`src/rtl/l3_mlp_pkg.sv`:
```
// l3_mlp_pkg: shared types and helpers for the serial MLP engine.
// Contents: FSM state enum, accumulator width, weight RAM address map,
// saturation to a signed word, and ReLU clamp.
package l3_mlp_pkg;

    typedef enum logic [2:0] {
        S_IDLE,
        S_CHECK,
        S_LOAD,
        S_MAC,
        S_FIN,
        S_OUT,
        S_DONE
    } state_t;

    // Products are 2*w bits; summing up to n of them plus headroom for the bias.
    function automatic int acc_width(input int w, input int n);
        return 2 * w + $clog2(n + 1);
    endfunction

    // Weight word for layer l (1-based), neuron j, input i; i == n is the bias.
    function automatic int cfg_addr(input int l, input int j, input int i, input int n);
        return ((l - 1) * n + j) * (n + 1) + i;
    endfunction

    function automatic longint sat_w(input longint v, input int w);
        longint hi;
        longint lo;
        hi = (64'sd1 <<< (w - 1)) - 64'sd1;
        lo = -(64'sd1 <<< (w - 1));
        return v > hi ? hi : (v < lo ? lo : v);
    endfunction

    function automatic longint relu_clamp(input longint v);
        return v < 64'sd0 ? 64'sd0 : v;
    endfunction

endpackage

```
`src/rtl/l3_mac_unit.sv`:
```
// l3_mac_unit: time-shared multiply-accumulate and neuron finish stage.
// Ports: clk, rst (sync, active-high); clr/fin clear the accumulator,
// en adds x*w; y is the combinational finished neuron value
// (acc + bias<<<FRAC, optional rounding, >>>FRAC, saturate, ReLU if relu).
// Macro L3_MLP_ROUND_EN: add half an LSB before the shift (round half up);
// undefined gives truncation toward -inf.
module l3_mac_unit import l3_mlp_pkg::*; #(
    parameter int WIDTH = 16,
    parameter int FRAC  = 8,
    parameter int MAX_N = 4
) (
    input  logic                    clk,
    input  logic                    rst,
    input  logic                    clr,
    input  logic                    en,
    input  logic                    fin,
    input  logic                    relu,
    input  logic signed [WIDTH-1:0] x,
    input  logic signed [WIDTH-1:0] w,
    input  logic signed [WIDTH-1:0] b,
    output logic signed [WIDTH-1:0] y
);
    localparam int ACC_W = acc_width(WIDTH, MAX_N);
    localparam int SW = ACC_W + 1;
`ifdef L3_MLP_ROUND_EN
    localparam logic signed [SW-1:0] RND = SW'(1) <<< (FRAC - 1);
`else
    localparam logic signed [SW-1:0] RND = '0;
`endif

    logic signed [2*WIDTH-1:0] prod;
    logic signed [ACC_W-1:0] acc;
    logic signed [SW-1:0] sum;
    logic signed [SW-1:0] shd;
    longint sat;

    assign prod = x * w;
    assign sum = SW'(acc) + (SW'(b) <<< FRAC) + RND;
    assign shd = sum >>> FRAC;
    assign sat = sat_w(longint'(shd), WIDTH);
    assign y = WIDTH'(relu ? relu_clamp(sat) : sat);

    // FIN consumes the sum on the same edge, so it also clears for the next neuron.
    always_ff @(posedge clk) begin
        if (rst || clr || fin) acc <= '0;
        else if (en) acc <= acc + ACC_W'(prod);
    end

endmodule

```
`src/rtl/l3_mlp_seq.sv`:
```
// l3_mlp_seq: runtime-configurable serial MLP engine with one shared MAC.
// Ports: clk, rst (sync, active-high); start (level, sampled in IDLE);
// in_vec (lane i at [i*WIDTH +: WIDTH]); topo (field 0 = input size,
// field l = layer l size); cfg_we/cfg_addr/cfg_data write the weight/bias RAM
// while not busy; out_vec (registered final layer, unused lanes 0);
// busy (LOAD..OUT); done (held until start drops); err (invalid topology).
// Macro L3_MLP_ROUND_EN selects round-half-up in the MAC unit.
module l3_mlp_seq import l3_mlp_pkg::*; #(
    parameter int WIDTH      = 16,
    parameter int FRAC       = 8,
    parameter int MAX_N      = 4,
    parameter int NUM_LAYERS = 8,
    parameter int SZW        = 3,
    parameter int AW         = 8
) (
    input  logic                          clk,
    input  logic                          rst,
    input  logic                          start,
    input  logic [MAX_N*WIDTH-1:0]        in_vec,
    input  logic [(NUM_LAYERS+1)*SZW-1:0] topo,
    input  logic                          cfg_we,
    input  logic [AW-1:0]                 cfg_addr,
    input  logic [WIDTH-1:0]              cfg_data,
    output logic [MAX_N*WIDTH-1:0]        out_vec,
    output logic                          busy,
    output logic                          done,
    output logic                          err
);
    localparam int RAM_N = NUM_LAYERS * MAX_N * (MAX_N + 1);
    localparam int RAM_AW = $clog2(RAM_N);
    localparam int LW = $clog2(NUM_LAYERS + 1);
    localparam int IW = $clog2(MAX_N);

    state_t state;
    state_t state_n;
    logic [WIDTH-1:0] ram [RAM_N];
    logic [WIDTH-1:0] bufs [2][MAX_N];
    logic [SZW-1:0] sz [NUM_LAYERS+1];
    logic [LW-1:0] l;
    logic [SZW-1:0] j;
    logic [SZW-1:0] i;
    logic [SZW-1:0] n_in;
    logic [SZW-1:0] n_out;
    logic sel;
    logic bad;
    logic last_i;
    logic last_j;
    logic last_l;
    logic [RAM_AW-1:0] w_a;
    logic [RAM_AW-1:0] b_a;
    logic signed [WIDTH-1:0] y;

    always_comb begin
        bad = 1'b0;
        for (int k = 0; k <= NUM_LAYERS; k++) begin
            sz[k] = topo[k*SZW +: SZW];
            bad = bad | (sz[k] == '0) | (int'(sz[k]) > MAX_N);
        end
    end

    assign n_in = sz[l - LW'(1)];
    assign n_out = sz[l];
    assign last_i = i == n_in - SZW'(1);
    assign last_j = j == n_out - SZW'(1);
    assign last_l = l == LW'(NUM_LAYERS);
    assign w_a = RAM_AW'(l3_mlp_pkg::cfg_addr(int'(l), int'(j), int'(i), MAX_N));
    assign b_a = RAM_AW'(l3_mlp_pkg::cfg_addr(int'(l), int'(j), MAX_N, MAX_N));
    assign busy = state inside {S_LOAD, S_MAC, S_FIN, S_OUT};
    assign done = state == S_DONE;

    l3_mac_unit #(
        .WIDTH(WIDTH),
        .FRAC (FRAC),
        .MAX_N(MAX_N)
    ) u_mac (
        .clk (clk),
        .rst (rst),
        .clr (state == S_LOAD),
        .en  (state == S_MAC),
        .fin (state == S_FIN),
        .relu(!last_l),
        .x   (bufs[sel][i[IW-1:0]]),
        .w   (ram[w_a]),
        .b   (ram[b_a]),
        .y   (y)
    );

    // An invalid topology still passes through OUT so done lands one edge later,
    // matching the two-edge error turnaround; OUT emits zeros when err is set.
    always_comb begin
        state_n = state;
        case (state)
            S_IDLE:  state_n = start ? S_CHECK : S_IDLE;
            S_CHECK: state_n = bad ? S_OUT : S_LOAD;
            S_LOAD:  state_n = S_MAC;
            S_MAC:   state_n = last_i ? S_FIN : S_MAC;
            S_FIN:   state_n = last_j && last_l ? S_OUT : S_MAC;
            S_OUT:   state_n = S_DONE;
            S_DONE:  state_n = start ? S_DONE : S_IDLE;
            default: state_n = S_IDLE;
        endcase
    end

    always_ff @(posedge clk) begin
        if (cfg_we && !busy && int'(cfg_addr) < RAM_N) ram[RAM_AW'(cfg_addr)] <= cfg_data;
    end

    // Buffer 0 is loaded from in_vec; each layer reads bufs[sel] and writes the other.
    always_ff @(posedge clk) begin
        if (state == S_LOAD) begin
            for (int k = 0; k < MAX_N; k++) bufs[0][IW'(k)] <= k < int'(sz[0]) ? in_vec[k*WIDTH +: WIDTH] : '0;
        end else if (state == S_FIN) begin
            bufs[~sel][j[IW-1:0]] <= y;
        end
    end

    always_ff @(posedge clk) begin
        if (rst) begin
            state <= S_IDLE;
            out_vec <= '0;
            err <= 1'b0;
            l <= LW'(1);
            j <= '0;
            i <= '0;
            sel <= 1'b0;
        end else begin
            state <= state_n;
            if (state == S_CHECK) begin
                err <= bad;
                if (bad) out_vec <= '0;
            end
            if (state == S_LOAD) begin
                l <= LW'(1);
                j <= '0;
                i <= '0;
                sel <= 1'b0;
            end
            if (state == S_MAC) i <= last_i ? '0 : i + SZW'(1);
            if (state == S_FIN) begin
                j <= last_j ? '0 : j + SZW'(1);
                l <= last_j && !last_l ? l + LW'(1) : l;
                sel <= last_j ? ~sel : sel;
            end
            if (state == S_OUT) begin
                for (int k = 0; k < MAX_N; k++) out_vec[k*WIDTH +: WIDTH] <= !err && k < int'(sz[NUM_LAYERS]) ? bufs[sel][IW'(k)] : '0;
            end
        end
    end

endmodule
```
`config.mk`:
```
export PLATFORM = sky130hd
export DESIGN_NAME = l3_mlp_seq
export DESIGN_NICKNAME = d
export VERILOG_FILES = /design/src/rtl/l3_mlp_pkg.sv /design/src/rtl/l3_mac_unit.sv /design/src/rtl/l3_mlp_seq.sv
export SDC_FILE = /design/constraint.sdc
export NUM_CORES = 2
export LEC_CHECK = 0
export CORE_MARGIN = 10
export CORE_UTILIZATION = 53
export DETAILED_ROUTE_END_ITERATION = 8
export GPL_TIMING_DRIVEN = 0
export PLACE_DENSITY = 0.72
export SYNTH_ARGS = -nofsm -noshare
export SYNTH_HDL_FRONTEND = slang
export SYNTH_SLANG_ARGS = --single-unit
```
`constraint.sdc`:
```
create_clock -name clk -period 10.7 [get_ports clk]
set_clock_uncertainty 0.05 [all_clocks]
set_input_delay 2.14 -clock clk [delete_from_list [all_inputs] [get_ports clk]]
set_output_delay 2.14 -clock clk [all_outputs]
set_load 0.01 [all_outputs]
```
Word level (Yosys, flattened, before mapping)
Memories as Yosys holds them, arrays and structs flattened. A register that Yosys moved wholly into a read port is not among the register bits. Cells that the tools add are included.

Add/sub/neg operators: 12. $mul: 2. Order comparisons: 24. Equality and inequality tests: 11. Multiplexer cells: 53. Bitwise logic cells: 22. Reduce and logical (&&, ||, !) cells: 33.

Operator list (count): $mux 64 (8); $mux 16 (11); $lt 64x1->1 const B (1); $reduce_or 64->1 (1); $mux 3 (13); $add 35x24->36 (1); $add 35x32->35 (1); $bmux 16 s2 (1); $demux 16 s2 (1); $mul 16x16->32 (1); $logic_not 3->1 (10); $gt 28x16->1 const B (1); $lt 28x16->1 const B (1); $gt 3x3->1 const B (9); $bmux 3 s4 (2); $pmux 3 s7 (1); $or 1x1->1 (17); $mux 1 (13); $lt 1x3->1 const A (4); $mux 4 (3); $ge 5x5->1 const B (2); $not 4->5 (2); $eq 3x3->1 const B (3); $logic_and 1x1->1 (9); other kinds (25) (41).

Register bits after elaboration: 114. RAM bits: 2688. Bits of input ports: 119. Output and inout port bits: 67. Word-level logic and storage cells: 167. Memories: 2.

Memory list: ram (words 160, width 16, read ports 2, clocked after memory_dff 0, wr ports 1, RTL line l3_mlp_seq.sv:36) `logic [WIDTH-1:0] ram [RAM_N];`; bufs (words 2, width 64, read ports 1, clocked after memory_dff 1, wr ports 1, RTL line l3_mlp_seq.sv:37) `logic [WIDTH-1:0] bufs [2][MAX_N];`.

Longest topological paths before layout
Word-level depth: 21. Gate-level depth with buffers: 46. Mapped depth without buffers: 41.

By module
A second synthesis with hierarchy kept.

Cell total of the unflattened synthesis: 7828. Area, all modules: 142555.5 um^2.

By module, submodules not included: l3_mlp_seq (times used 1, cells an instance 6202, area each 128142.9 um^2, seq. area each 81678.3 um^2); l3_mac_unit (times used 1, cells an instance 1626, area each 14412.6 um^2, seq. area each 700.7 um^2).

Worst setup path after synthesis
OpenSTA, ideal clock, no wires.

Path type: flip-flop to flip-flop. Start point: reg l[0]. End point: reg u_mac.acc[33]. Setup time: 0.124 ns. Arrival: 10.264 ns. Data required time: 10.526 ns. Path slack: 0.263 ns. Stages on the path, launching flop included: 42. Clock period less this slack: 10.437 ns. Path through: dfxtp_1 -> buf_2 -> buf_2 -> inv_1 -> ha_1 -> buf_2 -> inv_1 -> ha_1 -> ha_1 -> ha_1 -> fa_1 -> nor2b_1 -> a32oi_1 -> buf_2 -> buf_4 -> buf_2 -> clkbuf_1 -> o21ai_0 -> [6 not listed] -> inv_1 -> fa_1 -> inv_1 -> fa_1 -> fa_1 -> inv_1 -> fa_1 -> inv_1 -> ha_1 -> o21ai_0 -> nor2_1 -> nand4_1 -> o311ai_0 -> a31o_2 -> nand2_1 -> a21boi_0 -> mux2i_1 -> nand3_1.

Longest elaborated chain between the ends: 7.

Ends and longest elaborated chain: start: declaration (RTL line l3_mlp_seq.sv:39) `logic [LW-1:0] l;`; start signal: assignment (RTL line l3_mlp_seq.sv:141) `l <= last_j && !last_l ? l + LW'(1) : l;`; $sub 4x1->5 (RTL line l3_mlp_pkg.sv:23) `return ((l - 1) * n + j) * (n + 1) + i;`; $add 7x4->8 (RTL line l3_mlp_pkg.sv:23); $mul 8x4->8 (RTL line l3_mlp_pkg.sv:23); $add 8x4->8 (RTL line l3_mlp_pkg.sv:23); $mem_v2 160x16; $mul 16x16->32 (RTL line l3_mac_unit.sv:37) `assign prod = x * w;`; $add 35x32->35 (RTL line l3_mac_unit.sv:46) `else if (en) acc <= acc + ACC_W'(prod);`; end signal: assignment (RTL line l3_mac_unit.sv:46); end: declaration (RTL line l3_mac_unit.sv:32) `logic signed [ACC_W-1:0] acc;`.

Every way passes these cells. A chain may end at the register's enable or synchronous reset.

Worst setup path after layout
Start point: reg j[0]. End point: reg u_mac.acc[31].

Longest elaborated chain between the ends: 6.

Ends and longest elaborated chain: start: declaration (RTL line l3_mlp_seq.sv:40) `logic [SZW-1:0] j;`; start signal: assignment (RTL line l3_mlp_seq.sv:140) `j <= last_j ? '0 : j + SZW'(1);`; $add 7x4->8 (RTL line l3_mlp_pkg.sv:23); $mul 8x4->8 (RTL line l3_mlp_pkg.sv:23); $add 8x4->8 (RTL line l3_mlp_pkg.sv:23); $mem_v2 160x16; $mul 16x16->32 (RTL line l3_mac_unit.sv:37); $add 35x32->35 (RTL line l3_mac_unit.sv:46).

Every way passes these cells.

==> results.toml <==
[status]
status = "finished with violations"
violations_in_the_final_reports = "max-capacitance violations, max-slew violations, negative setup slack"

[clocking]
cts-hold-fix-buffers = 0
cts-htree-levels = 5
worst_skew_late_latency_ns = 0.94
cts_tree = "built"
cts_max_path_buffers = 4
clock_sinks = 2771
clkTransAtPathRegs_ns = 0.06
tritoncts.num_buffers = 305
cts_root_buf = "sky130_fd_sc_hd__clkbuf_16"

[logic_synthesis]
synth-adder-area-share = 0.0583
muxShareOfSynthArea = 0.272
synth_area_leader_cell = "sky130_fd_sc_hd__edfxtp_1"
synth_area_um2 = 141000
synthTopCellsByArea = "sky130_fd_sc_hd__edfxtp_1, sky130_fd_sc_hd__mux4_2, sky130_fd_sc_hd__fa_1"
cells_after_synth = 7495
postSynthRegisterBits = 2771
synth-compound-area-share = 0.0202
synth-main-ff-cell = "sky130_fd_sc_hd__edfxtp_1"
post_synth_xor_area_fraction = 0.00577
synthSimpleGateAreaFrac = 0.0316
ys_seq_area_frac = 0.584
asyncSetResetFlopFracSynth = 0
synth.top_cell.area_share = 0.572
synth.distinct_cells = 78
ys.warnings.count = 0
synth_top_family_by_area = "multiplexers"
synth-edff-count = 2688
post_synth.cell_area_avg_um2 = 18.8

[setup_path]
crit-reg2reg-capture = "u_mac.acc[31]"
setup.worst_path.end = "u_mac.acc[31]"
path_buf_inv = 12
crit_start = "j[0]"
worst_setup_path_end_kind = "flip-flop"
criticalPathCategory = "flip-flop to flip-flop"
arrival_time_of_the_worst_setup_path_ns = 11.55
launching_point_of_the_worst_reg2reg_path = "j[0]"
startpoint_class_of_the_critical_path = "flip-flop"
worstPathMaxFanout = 10
cp_num_cells = 38
largest_delay_share_family_worst_path = "adder cells"
worst-r2r-cell-count = 38
timing.reg2reg.setup_slack_ns = -0.15
cp_slowest_stage_delay_ns = 0.73
timing.critical_path.mode_cell = "sky130_fd_sc_hd__fa_1"
slowest_stage = "sky130_fd_sc_hd__o211ai_1"
worst_ep_required_time_ns = 11.40

[floorplan]
dieArea_um2 = 287000
fp.dieW_um = 536
core_area_um2 = 265000
design.portCount = 186
chipHeight_um = 536
initial_util = 0.532
std_cell_rows = 189

[timing]
setup_viol_count_final = 30
maxSlewHeadroom = -0.126
achievable-frequency_mhz = 92.1
layout_min_cycle_time_ns = 10.85
layout_setup_ws_ns = -0.155
timing.hold.ws_ns = 0.423
hold_viol = 0
grt_setup_unrepaired = "true"
timing_max_transition_violations_final = 55
tightestPinTransition_ns = 1.69
layout_worst_path_cycle_share = 1.01

[worst_hold_path]
min-delay-path-class = "flip-flop to flip-flop"

[job]
max_cap_viol_count = 6

[route]
drt_first_iter_violations = 18500
totalWireLength_mm = 599
routed-via-count = 92100
avgRoutedWirePerCell_um = 49.8
pre_antenna_drt_iters = 9
route.detailed.vias_per_inst = 7.66
drc = 0
route.antenna.remaining_nets = 0

[global_routing]
grt_pass1_wl_mm = 787
globalRoute.totalOverflow = 0
initial_antenna_violation_count = 60
largest_net_degree_at_the_start_of_global_routing = 129
total_grt_usage = 0.413
number_of_global_route_vias_before_repair = 88200

[cells_and_area]
share_of_final_layout_standard_cells_stronger_than_drive_strength_1 = 0.373
synthToLayoutAreaGrowth_pct = 16.2
num-nets-final = 8795
num-fill-cells = 18300

[placement]
replace_congestion = 1.08
buffers_on_ports = 116
post-dp-hpwl_mm = 418
-- per-stage QoR --
| step | util | cells | TNS [ns] | cell area [µm²] | worst slack [ns] |
|---|---|---|---|---|---|
| floorplan | - | 7526 | 0 | 141000 | 0.263 |
| global placement | 0.553 | 11200 | -553.95 | 147000 | -4.10 |
| detailed placement | 0.570 | 11300 | -380.56 | 151000 | -4.17 |
| CTS | 0.614 | 11900 | 0 | 163000 | 0.00358 |
| global route | 0.618 | 12000 | -0.213 | 164000 | -0.0425 |
| finish | 0.618 | 12000 | -1.14 | 164000 | -0.155 |
-- tightest hold or removal path, cell delays in order, from the launching register on --
cell and delay (ns):
sky130_fd_sc_hd__dfxtp_1 0.31, sky130_fd_sc_hd__nand2_1 0.05, sky130_fd_sc_hd__a21oi_1 0.06
-- per-layer routing --
layer  vias to the layer above  share of wire  GRT usage
met5                         -         0.0017     0.0201
met2                      9612           0.41      0.555
met3                      2097           0.19      0.240
li1                      32200              -          -
met4                        50          0.081      0.252
met1                     48100           0.32      0.510
-- Yosys cell counts, drive strengths merged (28+ instances only) --
master	n
xor2	28
nand3	62
nor2b	34
a21oi	130
clkbuf	224
dfxtp	83
buf	308
edfxtp	2688
a211oi	33
ha	155
nor2	404
nand2	415
a21o	68
mux2	35
mux4	1652
inv	388
o21ai	93
xnor2	64
fa	314
mux2i	70
and2	40
-- cells in the final DEF (no fill, tap or decap), types with 31 or more instances in the layout --
cell                              count
sky130_fd_sc_hd__edfxtp_1          2688
sky130_fd_sc_hd__mux4_2            1652
sky130_fd_sc_hd__nand2_1            391
sky130_fd_sc_hd__inv_1              372
sky130_fd_sc_hd__clkbuf_16          309
sky130_fd_sc_hd__fa_1               291
sky130_fd_sc_hd__nor2_1             238
sky130_fd_sc_hd__clkbuf_1           184
sky130_fd_sc_hd__buf_4              160
sky130_fd_sc_hd__ha_1               131
sky130_fd_sc_hd__nor2_2             122
sky130_fd_sc_hd__a21oi_1            103
sky130_fd_sc_hd__clkdlybuf4s50_1    100
sky130_fd_sc_hd__buf_8               93
sky130_fd_sc_hd__buf_6               82
sky130_fd_sc_hd__buf_16              81
sky130_fd_sc_hd__dfxtp_1             79
sky130_fd_sc_hd__a21o_1              68
sky130_fd_sc_hd__buf_2               67
sky130_fd_sc_hd__o21ai_0             65
sky130_fd_sc_hd__mux2i_1             63
sky130_fd_sc_hd__clkbuf_2            62
sky130_fd_sc_hd__xnor2_1             59
sky130_fd_sc_hd__nand3_1             55
sky130_fd_sc_hd__diode_2             51
sky130_fd_sc_hd__clkinv_2            51
sky130_fd_sc_hd__clkbuf_4            47
sky130_fd_sc_hd__nor2_4              44
sky130_fd_sc_hd__clkinv_1            44
sky130_fd_sc_hd__buf_12              41
sky130_fd_sc_hd__and2_1              40
sky130_fd_sc_hd__mux2_2              35
sky130_fd_sc_hd__a211oi_1            32
sky130_fd_sc_hd__conb_1              32
sky130_fd_sc_hd__nor2b_1             31
-- final cells by class --
type	instances	area [µm²]	area share
Clock buffer	385	8050	0.0491
Inverter	389	1470	0.00897
Timing Repair Buffer	378	5640	0.0344
Sequential cell	2771	82400	0.503
Antenna cell	51	128	0.000779
Buffer	528	3860	0.0236
Tap cell	3533	4420	0.0270
Multi-Input combinational cell	3834	56500	0.345
Clock inverter	156	1430	0.00874
-- worst min-delay path by stage --
stage,startpoint,slack (ns),depth (start not counted),end
2_1_floorplan,u_mac.acc[6],0.39,2,u_mac.acc[6]
3_3_place_gp,u_mac.acc[0],0.40,2,u_mac.acc[0]
3_5_place_dp,u_mac.acc[1],0.41,2,u_mac.acc[1]
4_1_cts,u_mac.acc[1],0.42,2,u_mac.acc[1]
5_1_grt,u_mac.acc[1],0.45,2,u_mac.acc[1]
6_report,u_mac.acc[1],0.42,2,u_mac.acc[1]
-- flip-flops by register name (all words and copies together), names as in the netlist, named ones only --
| register | flops |
|---|---|
| l | 4 |
| state | 3 |
| sel | 1 |
| u_mac.acc | 35 |
| j | 3 |
| i | 3 |
| err | 1 |
| ram | 2560 |
| out_vec | 32 |
| bufs | 128 |
-- what timing repair did --
action / 4_1_cts / 5_1_grt
endpoints found under the setup margin: 158 / 107
cloned: 2 / 0
buffers inserted: 66 / 28
gates resized for setup: 473 / 250
pin swaps: 60 / 76
-- cells by family (layout without fill, tap and decap cells) --
family / after synthesis / after routing
xor gates and xnor gates: 92 / 92
buffers and inverters: 921 / 1836
other: 1 / 83
DFF: 2771 / 2771
muxes: 1757 / 1757
adders and majority gates: 469 / 469
AOI/OAI and AO/OA: 435 / 435
and+or+nand+nor: 1049 / 1049
Power is not shown: default switching activity piles up to over one toggle a cycle in this logic, so the estimate is an artifact.
